## src/rtl/icache_types.sv

```systemverilog
// Shared types and geometry for the direct-mapped instruction cache.
// The line geometry is fixed; only the number of lines varies with S_INDEX.
package icache_types;

    typedef enum logic {
        IDLE,
        FETCH
    } icache_state_t;

    localparam int ADDR_WIDTH     = 32;
    localparam int S_OFFSET       = 5;
    localparam int LINE_WIDTH     = 256;
    localparam int WORDS_PER_LINE = 8;

    function automatic int tag_width(input int s_index);
        return ADDR_WIDTH - S_OFFSET - s_index;
    endfunction

endpackage

```

## src/rtl/icache_array.sv

```systemverilog
// Valid/tag/data storage: asynchronous read port, one synchronous write port.
// Only the valid bits are cleared by reset.
module icache_array
    import icache_types::*;
#(
    parameter int  S_INDEX = 3,
    localparam int TAG_W   = tag_width(S_INDEX)
) (
    input  logic                  clk,
    input  logic                  reset,
    input  logic [S_INDEX-1:0]    rd_index,
    output logic                  rd_valid,
    output logic [TAG_W-1:0]      rd_tag,
    output logic [LINE_WIDTH-1:0] rd_data,
    input  logic                  wr_en,
    input  logic [S_INDEX-1:0]    wr_index,
    input  logic [TAG_W-1:0]      wr_tag,
    input  logic [LINE_WIDTH-1:0] wr_data
);

    localparam int LINES = 1 << S_INDEX;

    logic [LINES-1:0]      valid_q;
    logic [TAG_W-1:0]      tag_q  [LINES];
    logic [LINE_WIDTH-1:0] data_q [LINES];

    always_ff @(posedge clk) begin
        if (reset) begin
            valid_q <= '0;
        end else if (wr_en) begin
            valid_q[wr_index] <= 1'b1;
        end
    end

    // NOTE: tag and data arrays carry no reset; a cleared valid bit already makes
    // stale contents unreachable, and leaving them unreset lets them map to RAM.
    always_ff @(posedge clk) begin
        if (wr_en && !reset) begin
            tag_q[wr_index]  <= wr_tag;
            data_q[wr_index] <= wr_data;
        end
    end

    assign rd_valid = valid_q[rd_index];
    assign rd_tag   = tag_q[rd_index];
    assign rd_data  = data_q[rd_index];

endmodule

```

## src/rtl/inst_cache.sv

```systemverilog
// Read-only direct-mapped instruction cache: same-cycle hits, one-line refill on
// a miss through a single pmem read handshake.
module inst_cache
    import icache_types::*;
#(
    parameter int S_INDEX = 3
) (
    input  logic                  clk,
    input  logic                  reset,
    input  logic                  inst_read,
    input  logic [31:0]           inst_addr,
    output logic [31:0]           inst_rdata,
    output logic                  inst_resp,
    output logic                  pmem_read,
    output logic [31:0]           pmem_address,
    input  logic [LINE_WIDTH-1:0] pmem_rdata,
    input  logic                  pmem_resp
);

    localparam int TAG_W = tag_width(S_INDEX);

    icache_state_t state_q, state_d;

    logic [TAG_W+S_INDEX-1:0] miss_line_q;
    logic [2:0]               word_sel;
    logic [S_INDEX-1:0]       index;
    logic [TAG_W-1:0]         tag;
    logic                     rd_valid;
    logic [TAG_W-1:0]         rd_tag;
    logic [LINE_WIDTH-1:0]    rd_data;
    logic                     hit;
    logic                     start_fill;
    logic                     fill;
    logic                     unused_addr_bits;

    assign word_sel         = inst_addr[S_OFFSET-1:2];
    assign index            = inst_addr[S_OFFSET+S_INDEX-1:S_OFFSET];
    assign tag              = inst_addr[ADDR_WIDTH-1:S_OFFSET+S_INDEX];
    assign unused_addr_bits = ^inst_addr[1:0];

    icache_array #(
        .S_INDEX (S_INDEX)
    ) u_array (
        .clk      (clk),
        .reset    (reset),
        .rd_index (index),
        .rd_valid (rd_valid),
        .rd_tag   (rd_tag),
        .rd_data  (rd_data),
        .wr_en    (fill),
        .wr_index (miss_line_q[S_INDEX-1:0]),
        .wr_tag   (miss_line_q[TAG_W+S_INDEX-1:S_INDEX]),
        .wr_data  (pmem_rdata)
    );

    assign hit        = inst_read && rd_valid && (rd_tag == tag);
    assign inst_rdata = rd_data[{word_sel, 5'b0} +: 32];

    // NOTE: every output of this block gets a default first, so no path through
    // the case statement can leave one unassigned and infer a latch.
    always_comb begin
        state_d      = state_q;
        inst_resp    = 1'b0;
        pmem_read    = 1'b0;
        pmem_address = '0;
        start_fill   = 1'b0;
        fill         = 1'b0;

        unique case (state_q)
            IDLE: begin
                if (inst_read) begin
                    if (hit) begin
                        inst_resp = 1'b1;
                    end else begin
                        start_fill = 1'b1;
                        state_d    = FETCH;
                    end
                end
            end
            FETCH: begin
                pmem_read    = 1'b1;
                pmem_address = {miss_line_q, 5'b0};
                if (pmem_resp) begin
                    fill    = 1'b1;
                    state_d = IDLE;
                end
            end
            default: state_d = IDLE;
        endcase

        // Reset silences the memory side at once and abandons any fill in flight.
        if (reset) begin
            inst_resp    = 1'b0;
            pmem_read    = 1'b0;
            pmem_address = '0;
            start_fill   = 1'b0;
            fill         = 1'b0;
        end
    end

    // NOTE: sequential state uses non-blocking assignments so every register
    // samples pre-edge values regardless of the order the blocks are evaluated.
    always_ff @(posedge clk) begin
        if (reset) begin
            state_q <= IDLE;
        end else begin
            state_q <= state_d;
        end
    end

    always_ff @(posedge clk) begin
        if (start_fill) begin
            miss_line_q <= {tag, index};
        end
    end

endmodule
```

## config.mk

```make
export PLATFORM = sky130hd
export DESIGN_NAME = inst_cache
export DESIGN_NICKNAME = d
export VERILOG_FILES = /design/src/rtl/icache_types.sv /design/src/rtl/icache_array.sv /design/src/rtl/inst_cache.sv
export SDC_FILE = /design/constraint.sdc
export NUM_CORES = 2
export LEC_CHECK = 0
export ABC_CLOCK_PERIOD_IN_PS = 28700
export CORE_UTILIZATION = 45
export CTS_CLUSTER_DIAMETER = 200
export DETAILED_ROUTE_END_ITERATION = 6
export GPL_TIMING_DRIVEN = 0
export PLACE_DENSITY = 0.71
export SLEW_MARGIN = 25
export SYNTH_ARGS = -nofsm -noshare
export SYNTH_HDL_FRONTEND = slang
export SYNTH_SLANG_ARGS = --single-unit
```

## constraint.sdc

```tcl
create_clock -name clk -period 28.7 [get_ports clk]
set_clock_uncertainty 0.2 [all_clocks]
set_input_delay 4.305 -clock clk [delete_from_list [all_inputs] [get_ports clk]]
set_output_delay 4.305 -clock clk [all_outputs]
set_load 0.03 [all_outputs]
```

======== Word level (Yosys, flattened, before mapping) ========
Memory sizes are Yosys's and may differ from the RTL's.
Index checks and enable logic that the tools add are counted.
cells by class
  order comparisons ....................... 3
  bitwise operators ....................... 2
  shifts and indexed selects .............. 1
  reduce and logical (&&, ||, !) cells .... 5
  equality and inequality tests ........... 1
  mux-type cells .......................... 23
operators with widths
  kind                                                                                 count
  256-bit by 9-bit indexed part select with 32-bit output                              1
  32-bit two-way mux                                                                   2
  24-bit equality test                                                                 1
  1-bit two-way mux                                                                    18
  3-bit by 4-bit < comparator with 1-bit output, second input constant                 2
  8-bit OR                                                                             1
  1-bit logical AND                                                                    4
  1-bit binary-select mux with 3-bit select                                            1
  1-bit demux with 3-bit select                                                        1
  3-bit by 1-bit greater-or-equal comparator with 1-bit output, second input constant  1
  1-bit one-hot mux with 2 select lines                                                1
  1-bit zero test                                                                      1
  1-bit NOT                                                                            1
word-level totals
  word-level logic and storage cells ...... 40
  flip-flop bits (word level) ............. 36
  input port bits ......................... 292
  output and inout port bits .............. 66
  memory bits (writable) .................. 2240
  memories kept ........................... 2
memories
  memory          words  width  read ports  clocked after memory_dff  wr ports  RTL line            text
  u_array.data_q  8      256    1           0                         1         icache_array.sv:25  logic [LINE_WIDTH-1:0] data_q [LINES];
  u_array.tag_q   8      24     1           0                         1         icache_array.sv:24  logic [TAG_W-1:0] tag_q [LINES];

======== Logic depth before layout (Yosys ltp) ========
  depth in word-level cells ............... 8
  gate-level depth with buffers ........... 12
  depth with buffers taken out ............ 7

======== Modules after synthesis ========
From an unflattened synthesis, not the netlist that was laid out.
second synthesis, totals
  cells, all modules ...................... 3509
  area total of the unflattened synthesis .. 87732.9 µm²
modules (own cells, without submodules)
  module        cells an instance  instances  sequential area each (µm²)  area an instance (µm²)
  icache_array  3288               1          67424.7                     84280.8
  inst_cache    221                1          830.8                       3452.1

======== Worst setup path before layout ========
OpenSTA, ideal clock, no wires.
  path kind ............................... input -> register
  start ................................... input port reset
  end ..................................... memory u_array.data_q[1][0] (enable)
  buffers on the path ..................... 1
  arrival ................................. 23856 ps
  setup time .............................. 1267 ps
  cell stages on the path ................. 4
  required time ........................... 27233 ps
  setup slack ............................. 3378 ps
  cell sequence ........................... nor2b_1 -> clkbuf_1 -> nand2_1 -> nor3_1
on the way
  cells in the longest elaborated chain, start to end .. 4
  elaborated cells between the ends (all ways) .. 5
  classes of those cells .................. mux: 3; reduce/logical: 2
ends and longest elaborated chain
  element                                                      RTL line                              text
  start, declared                                              inst_cache.sv:9                       input logic reset,
  1-bit two-way mux / 1-bit zero test (equally long branches)  inst_cache.sv:92, icache_array.sv:38
  1-bit logical AND *                                          icache_array.sv:38                    if (wr_en && !reset) begin
  1-bit two-way mux *                                          icache_array.sv:38
  1-bit two-way mux (not written as such) *                    icache_array.sv:40                    data_q[wr_index] <= wr_data;
  end, declared                                                icache_array.sv:25
Every way passes the cells marked *; elsewhere a longest branch is shown, timed or not.

======== Worst setup path in the final report ========
  start ................................... input port inst_addr[6]
  end ..................................... output port inst_rdata[20]
on the way
  cells in the longest elaborated chain, start to end .. 2
ends and longest elaborated chain
  element                                                  RTL line          text
  start, declared                                          inst_cache.sv:11  input logic [31:0] inst_addr,
  memory 8 x 256 bit                                       -
  256-bit by 9-bit indexed part select with 32-bit output  inst_cache.sv:57  assign inst_rdata = rd_data[{word_sel, 5'b0} +: 32];
  end, declared                                            inst_cache.sv:12  output logic [31:0] inst_rdata,
Every way passes these cells.

==> qor.yml <==
status: "finished, final reports clean"
cp.arrival_ps: 9570
synth_top_family_by_area: "multiplexers"
setup_violations: 0
io_buffers: 347
relSlewSlack_pct: 24.8
drc: 0
yosysSeqAreaShare_pct: 79.0
p_per_area_nw_per_um2: 66.0
area_growth_pct: 19.5
drv_slew: 0
htreeDepth: 4
holdBufCountCts: 0
routabilityCongestion: 0.785
comb_power_share_pct: 5.7
cts_resized: 0
cap_violations: 0
synth_cell_type_count: 35
drtPass1Iterations: 6
ys_seq_elements: 2276
grt_max_degree: 20
grt_pass1_vias: 41500
ir_drop_v: 0.0000537
required_ps: 24190
die_x_um: 440
yosys.area.top_type: "edfxtp_1"
post_cts_buffers: 0
yosys-top-cells-area: "edfxtp_1 79%, mux4_2 18%, mux2i_1 0.51%"
finalCritPeriodShare_pct: 49.1
track_usage_pct: 22.9
switching_share_pct: 21.0
grt.overflow.total: 0
synth_commonest_cells: "2,267 x edfxtp_1, 703 x mux4_2, 79 x buf_2, 51 x clkbuf_1, 44 x mux2i_1"
antenna_found_initial: 97
p_sw_mw: 1.43
critical_path_class: "in -> out"
vias: 41100
crit_fanout: 10
rsz0062_at_grt: "false"
clk_pin_slew_ps: 60
drive_gt1_share_pct: 33.4
utilization_pct: 54.2
dpl.cell_count: 6557
min_path_type: "reg -> reg"
setup_tns_ps: 0
synthMuxAreaShare_pct: 18.9
worst_pin_slew_ps: 1130
power.share.clock_pct: 40.3
clockBufferDepth: 3
synth_xor_area_share_pct: 0.193
seq_power_share_pct: 53.9
clk_latency_ps: 850
p_int_mw: 5.38
rows: 160
wl_mm: 222
tritoncts: "yes"
cts_buffers: 213
hold_viol: 0
synth_fa_ha_area_share_pct: 0
die_area_um2: 194000
regToRegSetupSlack_ps: 23810
synth_top_area_share_pct: 78.8
fmax_ghz: 0.0710
finalNonFillerCells: 6983
synthesis.area_um2: 86400
start_util_pct: 45.4
endpoint_kind: "primary output"
final_area_um2: 103000
yosys_warnings: 0
grt_pass1_wl_mm: 310
synth-compound-area-share_pct: 0.222
wire_per_inst_um: 31.8
static-leakage-power_nw: 32.8
startpoint_type: "input port"
synth_edf_count: 2267
clock-sinks: 2276
netlist_instances: 3354
viasPerCell: 5.89
coreArea_um2: 190000
syn_avg_cell_area_um2: 25.8
cts-root-buf: "clkbuf_16"
synth_flop_cell: "edfxtp_1"
drt_iter0_markers: 4485
min_period_ps: 14080
p_total_mw: 6.81
yosys.area_share.simple_pct: 0.611
async_flop_share_pct: 0
synth.most_common_cell: "edfxtp_1"
io_pins: 358
dieHeight_um: 440
postPlaceCellArea_um2: 96400
place_hpwl_mm: 158
fin_nets: 4554
antenna_left: 0
==> final timing paths <==
check                          start                     to  cells after the start
hold reg to reg   u_array.valid_q[4]     u_array.valid_q[4]                      2
setup / recovery        inst_addr[6]         inst_rdata[20]                     11
hold / removal    u_array.valid_q[4]     u_array.valid_q[4]                      2
setup reg to reg             state_q  u_array.data_q[1][41]                     15
==> critical path, stage by stage <==
cell	delay, ps
clkdlybuf4s50_1	500
buf_4	220
buf_2	370
buf_2	620
buf_2	500
clkbuf_1	860
mux4_2	440
mux4_2	540
mux2i_1	340
o21ai_0	200
clkdlybuf4s50_1	640
==> power groups by stage <==
stage	logic (mW)	clock network, mW	registers, mW
floorplan	0.197	0	3.75
finish	0.391	2.75	3.67
CTS	0.394	2.78	3.67
global placement	0.379	0	3.76
global route	0.408	2.90	3.67
detailed placement	0.392	0	3.74
==> final cells by class <==
class                   count  area, um2
diodes                     42        105
plain buffers             175        881
clock buffers             256       5600
clock inverters           127       1140
fillers                 13800      87100
inverters                   1       3.75
multi-input cells         906      17300
flip-flops and latches   2276      68300
well taps                2511       3140
repair buffers            689       6800
==> registers in the layout (all words and copies together), names as in the netlist <==
name	flops
u_array.data_q	2048
u_array.tag_q	192
miss_line_q	27
u_array.valid_q	8
state_q	1
==> cells by family (layout without fill, tap and decap cells) <==
kind of cell           after synthesis  after routing
flip-flops                        2276           2276
multiplexers                       755            755
AND/OR/NAND/NOR                     97             97
XOR/XNOR                            19             19
other                                1             47
AO/OA/AOI/OAI                       30             30
buffers and inverters              176           1248
==> cells in the final DEF, fill, tap and decap left out, drive strengths merged, types with 9 or more instances in the layout <==
cell,n
and2,26
buf,466
bufinv,17
clkbuf,307
clkdlybuf4s50,347
clkinv,91
clkinvlp,10
dfxtp,9
diode,42
edfxtp,2267
inv,10
mux2i,44
mux4,703
nand2,12
nand2b,9
nor2,21
o21ai,10
xnor2,13
==> layer usage <==
metal / global-route usage, % / part of all wire [%]
met1: 30.3 / 38
met2: 37.5 / 51
met3: 4.22 / 7.5
met4: 9.38 / 3.8
met5: 0 / 0.086
==> metrics by stage <==
| step | setup WS (ps) | hold WS (ps) |
|---|---|---|
| after floorplan | 3380 | 235 |
| after global placement | -18850 | 251 |
| after detailed placement | 14650 | 262 |
| after CTS | 14630 | 278 |
| after global routing | 14520 | 302 |
| final | 14620 | 281 |
Note: power is estimated with default switching activity, not from simulation.
